==> src/rtl/frame_align_pkg.sv <==
// Shared definitions for the SOF frame tracker: alignment FSM encoding and
// parameter defaults used by the tracker and its bit-slip windows.
package frame_align_pkg;

  localparam int unsigned MXIO_DEFAULT         = 8;
  localparam int unsigned WORD_SIZE_DEFAULT    = 8;
  localparam int unsigned LOCK_COUNT_DEFAULT   = 8;
  localparam int unsigned UNLOCK_COUNT_DEFAULT = 4;
  localparam int unsigned ERR_W_DEFAULT        = 8;

  typedef enum logic [1:0] {
    ST_SEARCH = 2'd0,
    ST_VERIFY = 2'd1,
    ST_LOCKED = 2'd2
  } align_state_e;

endpackage

==> src/rtl/word_bitslip.sv <==
// Windowed shift: selects WORD_SIZE bits starting at offset_i from the
// two-word stream {cur_i, prev_i}, earliest bit in the LSB.
module word_bitslip
  import frame_align_pkg::*;
#(
  parameter int unsigned WORD_SIZE = WORD_SIZE_DEFAULT,
  parameter int unsigned OFF_W     = $clog2(WORD_SIZE)
) (
  input  logic [WORD_SIZE-1:0] cur_i,
  input  logic [WORD_SIZE-1:0] prev_i,
  input  logic [OFF_W-1:0]     offset_i,
  output logic [WORD_SIZE-1:0] win_o
);

  logic [2*WORD_SIZE-1:0] joined;
  logic [OFF_W:0]         idx;

  always_comb begin
    joined = {cur_i, prev_i};
    idx    = {1'b0, offset_i};
    win_o  = joined[idx +: WORD_SIZE];
  end

endmodule

==> src/rtl/sof_frame_tracker.sv <==
// Start-of-frame tracker: hunts for the bit-slip offset that puts the SOF
// marker at bit 0, locks after repeated hits and realigns the data channels.
module sof_frame_tracker
  import frame_align_pkg::*;
#(
  parameter int unsigned MXIO         = MXIO_DEFAULT,
  parameter int unsigned WORD_SIZE    = WORD_SIZE_DEFAULT,
  parameter int unsigned LOCK_COUNT   = LOCK_COUNT_DEFAULT,
  parameter int unsigned UNLOCK_COUNT = UNLOCK_COUNT_DEFAULT,
  parameter int unsigned ERR_W        = ERR_W_DEFAULT
) (
  input  logic                         clock,
  input  logic                         reset_n,
  input  logic [MXIO*WORD_SIZE-1:0]    d_i,
  input  logic [WORD_SIZE-1:0]         sof_i,
  input  logic                         mask_i,
  input  logic                         resync_i,
  output logic [MXIO*WORD_SIZE-1:0]    sbits_o,
  output logic                         locked_o,
  output logic [$clog2(WORD_SIZE)-1:0] offset_o,
  output logic                         alignment_error_o,
  output logic [ERR_W-1:0]             err_cnt_o
);

  localparam int unsigned DW     = MXIO * WORD_SIZE;
  localparam int unsigned OFF_W  = $clog2(WORD_SIZE);
  localparam int unsigned GOOD_W = $clog2(LOCK_COUNT + 1);
  localparam int unsigned MISS_W = $clog2(UNLOCK_COUNT + 1);

  align_state_e         state_q, state_d;
  logic [OFF_W-1:0]     offset_q, offset_d;
  logic [GOOD_W-1:0]    good_q, good_d;
  logic [MISS_W-1:0]    miss_q, miss_d;
  logic [ERR_W-1:0]     err_cnt_q, err_cnt_d;
  logic                 align_err_q, align_err_d;
  logic                 locked_q, locked_d;
  logic [DW-1:0]        sbits_q, sbits_d;
  logic [DW-1:0]        d_prev_q;
  logic [WORD_SIZE-1:0] sof_prev_q;

  logic [DW-1:0]        d_win;
  logic [WORD_SIZE-1:0] sof_win;
  logic                 frame_good;
  logic [OFF_W-1:0]     offset_inc;
  logic [GOOD_W-1:0]    good_inc;
  logic [MISS_W-1:0]    miss_inc;

  // One shared offset drives the SOF window and every channel window.
  word_bitslip #(.WORD_SIZE(WORD_SIZE), .OFF_W(OFF_W)) u_sof_slip (
    .cur_i    (sof_i),
    .prev_i   (sof_prev_q),
    .offset_i (offset_q),
    .win_o    (sof_win)
  );

  for (genvar ch = 0; ch < MXIO; ch++) begin : g_chan
    word_bitslip #(.WORD_SIZE(WORD_SIZE), .OFF_W(OFF_W)) u_slip (
      .cur_i    (d_i[ch*WORD_SIZE +: WORD_SIZE]),
      .prev_i   (d_prev_q[ch*WORD_SIZE +: WORD_SIZE]),
      .offset_i (offset_q),
      .win_o    (d_win[ch*WORD_SIZE +: WORD_SIZE])
    );
  end

  always_comb begin
    state_d     = state_q;
    offset_d    = offset_q;
    good_d      = good_q;
    miss_d      = miss_q;
    err_cnt_d   = err_cnt_q;
    align_err_d = 1'b0;

    frame_good = (sof_win == WORD_SIZE'(1));
    offset_inc = (offset_q == OFF_W'(WORD_SIZE - 1)) ? '0 : offset_q + OFF_W'(1);
    good_inc   = good_q + GOOD_W'(1);
    miss_inc   = miss_q + MISS_W'(1);

    if (resync_i) begin
      state_d  = ST_SEARCH;
      offset_d = '0;
      good_d   = '0;
      miss_d   = '0;
    end else begin
      unique case (state_q)
        ST_SEARCH: begin
          if (frame_good) begin
            state_d = ST_VERIFY;
            good_d  = GOOD_W'(1);
          end else begin
            offset_d = offset_inc;
          end
        end
        ST_VERIFY: begin
          if (frame_good) begin
            good_d = good_inc;
            if (good_inc == GOOD_W'(LOCK_COUNT)) begin
              state_d = ST_LOCKED;
              miss_d  = '0;
            end
          end else begin
            state_d  = ST_SEARCH;
            offset_d = offset_inc;
          end
        end
        ST_LOCKED: begin
          if (frame_good) begin
            miss_d = '0;
          end else if (miss_inc == MISS_W'(UNLOCK_COUNT)) begin
            // Lock lost: offset is kept so the search restarts where it was.
            state_d     = ST_SEARCH;
            miss_d      = '0;
            align_err_d = 1'b1;
            if (err_cnt_q != '1) begin
              err_cnt_d = err_cnt_q + ERR_W'(1);
            end
          end else begin
            miss_d = miss_inc;
          end
        end
        default: state_d = ST_SEARCH;
      endcase
    end

    locked_d = (state_d == ST_LOCKED);
    sbits_d  = (mask_i || (state_q != ST_LOCKED)) ? '0 : d_win;
  end

  always_ff @(posedge clock or negedge reset_n) begin
    if (!reset_n) begin
      state_q     <= ST_SEARCH;
      offset_q    <= '0;
      good_q      <= '0;
      miss_q      <= '0;
      err_cnt_q   <= '0;
      align_err_q <= 1'b0;
      locked_q    <= 1'b0;
      sbits_q     <= '0;
      d_prev_q    <= '0;
      sof_prev_q  <= '0;
    end else begin
      state_q     <= state_d;
      offset_q    <= offset_d;
      good_q      <= good_d;
      miss_q      <= miss_d;
      err_cnt_q   <= err_cnt_d;
      align_err_q <= align_err_d;
      locked_q    <= locked_d;
      sbits_q     <= sbits_d;
      d_prev_q    <= d_i;
      sof_prev_q  <= sof_i;
    end
  end

  assign sbits_o           = sbits_q;
  assign locked_o          = locked_q;
  assign offset_o          = offset_q;
  assign alignment_error_o = align_err_q;
  assign err_cnt_o         = err_cnt_q;

endmodule
==> config.mk <==
export PLATFORM = sky130hd
export DESIGN_NAME = sof_frame_tracker
export DESIGN_NICKNAME = d
export VERILOG_FILES = /design/src/rtl/frame_align_pkg.sv /design/src/rtl/word_bitslip.sv /design/src/rtl/sof_frame_tracker.sv
export SDC_FILE = /design/constraint.sdc
export NUM_CORES = 1
export LEC_CHECK = 0
export CAP_MARGIN = 20
export CELL_PAD_IN_SITES_DETAIL_PLACEMENT = 0
export CELL_PAD_IN_SITES_GLOBAL_PLACEMENT = 1
export CORE_AREA = 2 2 178 110
export CTS_CLUSTER_SIZE = 16
export DETAILED_ROUTE_END_ITERATION = 16
export DIE_AREA = 0 0 180 112
export PLACE_DENSITY_LB_ADDON = 0.1
export SETUP_SLACK_MARGIN = 0.3
export SLEW_MARGIN = 15
export SYNTH_ARGS = -nofsm -noshare
export SYNTH_HDL_FRONTEND = slang
export SYNTH_SLANG_ARGS = --single-unit
==> constraint.sdc <==
create_clock -name clock -period 2.8 [get_ports clock]
set_input_delay 0.42 -clock clock [delete_from_list [all_inputs] [get_ports clock]]
set_output_delay 0.42 -clock clock [all_outputs]
set_load 0.005 [all_outputs]
==> results.md <==
- Run status: complete, no violations
- Setup WS post-layout: 0.4097 ns
- Number of global-route vias before repair: 5326
- Pleak: around 0.0041 µW
- Post-synthesis simple-gate area fraction: 7.382%
- CP arrival: 1.97 ns
- CTS tree: yes
- Post-Place Worst Slack: 0.2786 ns
- Worst vdd ir: 355.1 µV
- Cell variety after synth: 46
- Worst Skew: roughly 0.009 ns
- Die Span Y: 112 µm
- FFs w/ async S/R, synth: 100.0%
- Critical Path Source: offset_o[2]
- Antenna violations before repair: 2
- Core area: 18590 µm²
- Post-synthesis xor/xnor area fraction: 1.138%
- Crit path max fanout: 25
- Hpwl dp: approximately 12 mm
- Seq/Total Area, Yosys: slightly above 50%
- Root buf cell: clkbuf_16
- Crit path required time: 2.38 ns
- Share of cells above drive strength 1: about 18%
- RSZ-0062 raised after global routing: false
- Ys Warns: 0
- Die Area: 20160 µm²
- Port buffer count: roughly 150
- Area grow syn2layout: 31.11%
- Maxcap violations: 0
- WS Path Type: reg2out
- Most frequent cells in the layout: dfrtp_1 (155), clkdlybuf4s50_1 (151), mux2i_1 (110)
- Minimum clock period after layout: approximately 2.4 ns
- Final ANT Viol Nets: 0
- R2R Path End: good_q[1]
- DRC: 0
- Syn nets: between 600 and 700
- Inserted Clock Buffers: 17
- Setup TNS: 0 ns
- Clk Latency, worst-skew pair: 0.42 ns
- Clk buf depth: 2
- Final hold vios: 0
- Placer's final routability congestion estimate: approximately 0.85
- Largest net degree at the start of global routing: 68
- # setup viols final: 0
- All-Layer GR Usage: between 10% and 20%
- First-pass GRT wire length: 29.17 mm
- R2r startpoint: offset_o[0]
- Io pins: roughly 150
- Most common cell after layout, fill and taps aside: dfrtp_1
- 1st-iter DRT viols: between 300 and 400
- Adder-Cell Fraction of Synth Area: 0.9756%
- DR WL/cell: 18.52 µm
- Largest family of logic cells by synthesized area: multiplexers
- First-pass DRT Iterations: 5
- Number of synthesized flops with an enable pin: 0
- NumNets Final: 776
- Prevailing post-synth register cell: dfrtp_1
- FP Rows: 39
- Yosys reg bits: 158
- Worst reg2reg setup slack: 0.52 ns
- Die X: between 150 and 200 µm
- CP endpoint: offset_o[2]
- R2R depth: 7
- Startpoint Class: flop
- Slew headroom: between 50% and 60%
- Mux share of post-synthesis cell area: between 30% and 40%
- Max Clock Freq: ~0.42 GHz
- DR vias/cell: 5.253
- # H-tree levels: 4
- Initial Utilization: roughly 41%
- Via count: 5006
- Power density over cell area: 555.8 nW/µm²
- Final slew viol count: 0
- Hold Path Class: in2reg
- Syn Area/Cell: 14.04 µm²
- Post-synthesis cell area: about 7700 µm²
- Clock-pin slew on the worst setup and hold paths: 0.07 ns
- Total global routing overflow: 0
- CP Capture Type: output port
- Worst-margin pin slew: 0.7084 ns
- Post-synthesis cell count: 548
- Final core utilization: 54.26%
- Tcrit/Tclk final: 85.37%
- Synth Area in Compound Gates: 2.683%
- Clock net sink count: 158
- Drt total wl: 17.65 mm
- Hold WS: approximately 0.43 ns
[routing by layer]
layer	up-vias	GRT usage [%]	share of wire (%)
met3	15	5.365	6.4
met4	2	6.396	1.0
met5	-	0	0.068
li1	2323	-	-
met2	152	25.49	43
met1	2514	28.20	50
[cell usage after synthesis, drive strengths merged (2+ instances only)]
library cell    n  area (µm²)
mux2            5       56.30
buf            27       145.1
dfrtp         158        3954
or3             3       18.77
inv             4       15.01
nor2           75       281.5
a31o            2       17.52
ha              6       75.07
clkbuf         12       45.04
nor3            6       30.03
and2            3       18.77
o211ai          2       20.02
nand4           5       31.28
o21ai           5       28.78
xor2            2       17.52
a21oi           5       25.02
nand2          16       60.06
nor2b           4       25.02
nand3           4       20.02
a211oi          2       25.02
o211a           2       20.02
mux4           64        1441
xnor2           8       70.07
mux2i         110        1101
nand3b          2       15.01
a22o            2       17.52
[area by class of cell]
type                    count  area, µm²
fillers                  1541       8503
flip-flops and latches    158       3965
multi-input cells         347       3537
repair buffers            166       1692
clock buffers              18      429.2
well taps                 246      307.8
clock inverters            13      140.1
inverters                   4      15.01
diodes                      1      2.502
[critical path, cell delays in order (launching register included)]
cell,delay [ns]
dfrtp_4,0.57
buf_4,0.40
clkdlybuf4s50_1,0.57
[timing repair]
item | in CTS | in global routing
buffers inserted | 0 | 1
resized for setup | 0 | 1
setup endpoints to repair | 0 | 11
endpoints found under the hold margin | 45 | 0
hold buffers | 1 | 0
[through the flow]
step / instances / cell area, µm² / total power, µW
2_1_floorplan: 548 / 7695 / 3085
3_3_place_gp: 919 / 9488 / 3391
3_5_place_dp: 919 / 9488 / 3395
4_1_cts: 951 / 10070 / 5689
5_1_grt: 952 / 10090 / 5875
6_report: 953 / 10090 / 5608
[sequential cells by signal, indices dropped and copies added (netlist names)]
register / cells
d_prev_q: 64
sbits_o: 64
err_cnt_o: 8
sof_prev_q: 8
good_q: 4
miss_q: 3
offset_o: 3
state_q: 2
alignment_error_o: 1
locked_o: 1
[report_power, final]
part | leakage [µW] | switching (µW) | internal (µW)
registers | 0.00203 | 58.9 | 2340
clock network | 0.000281 | 935 | 1310
logic | 0.00178 | 425 | 532
total | 0.00409 | 1420 | 4190
[logic make-up after synthesis]
group	count (synthesis)
xor gates and xnor gates	10
and+or+nand+nor	126
buffers and inverters	43
adders and majority gates	6
AOI/OAI and AO/OA	26
muxes	179
DFF	158
[how the worst min path moves through the flow]
stage	slack, ns	cells after the start	end	startpoint
floorplan	0.12	0	alignment_error_o	reset_n
global placement	0.43	1	err_cnt_o[7]	reset_n
detailed placement	0.44	1	err_cnt_o[1]	reset_n
CTS	0.41	1	d_prev_q[55]	d_i[55]
global route	0.41	1	d_prev_q[55]	d_i[55]
finish	0.43	1	d_prev_q[55]	d_i[55]
No activity file was read; power rests on OpenSTA's default activity.
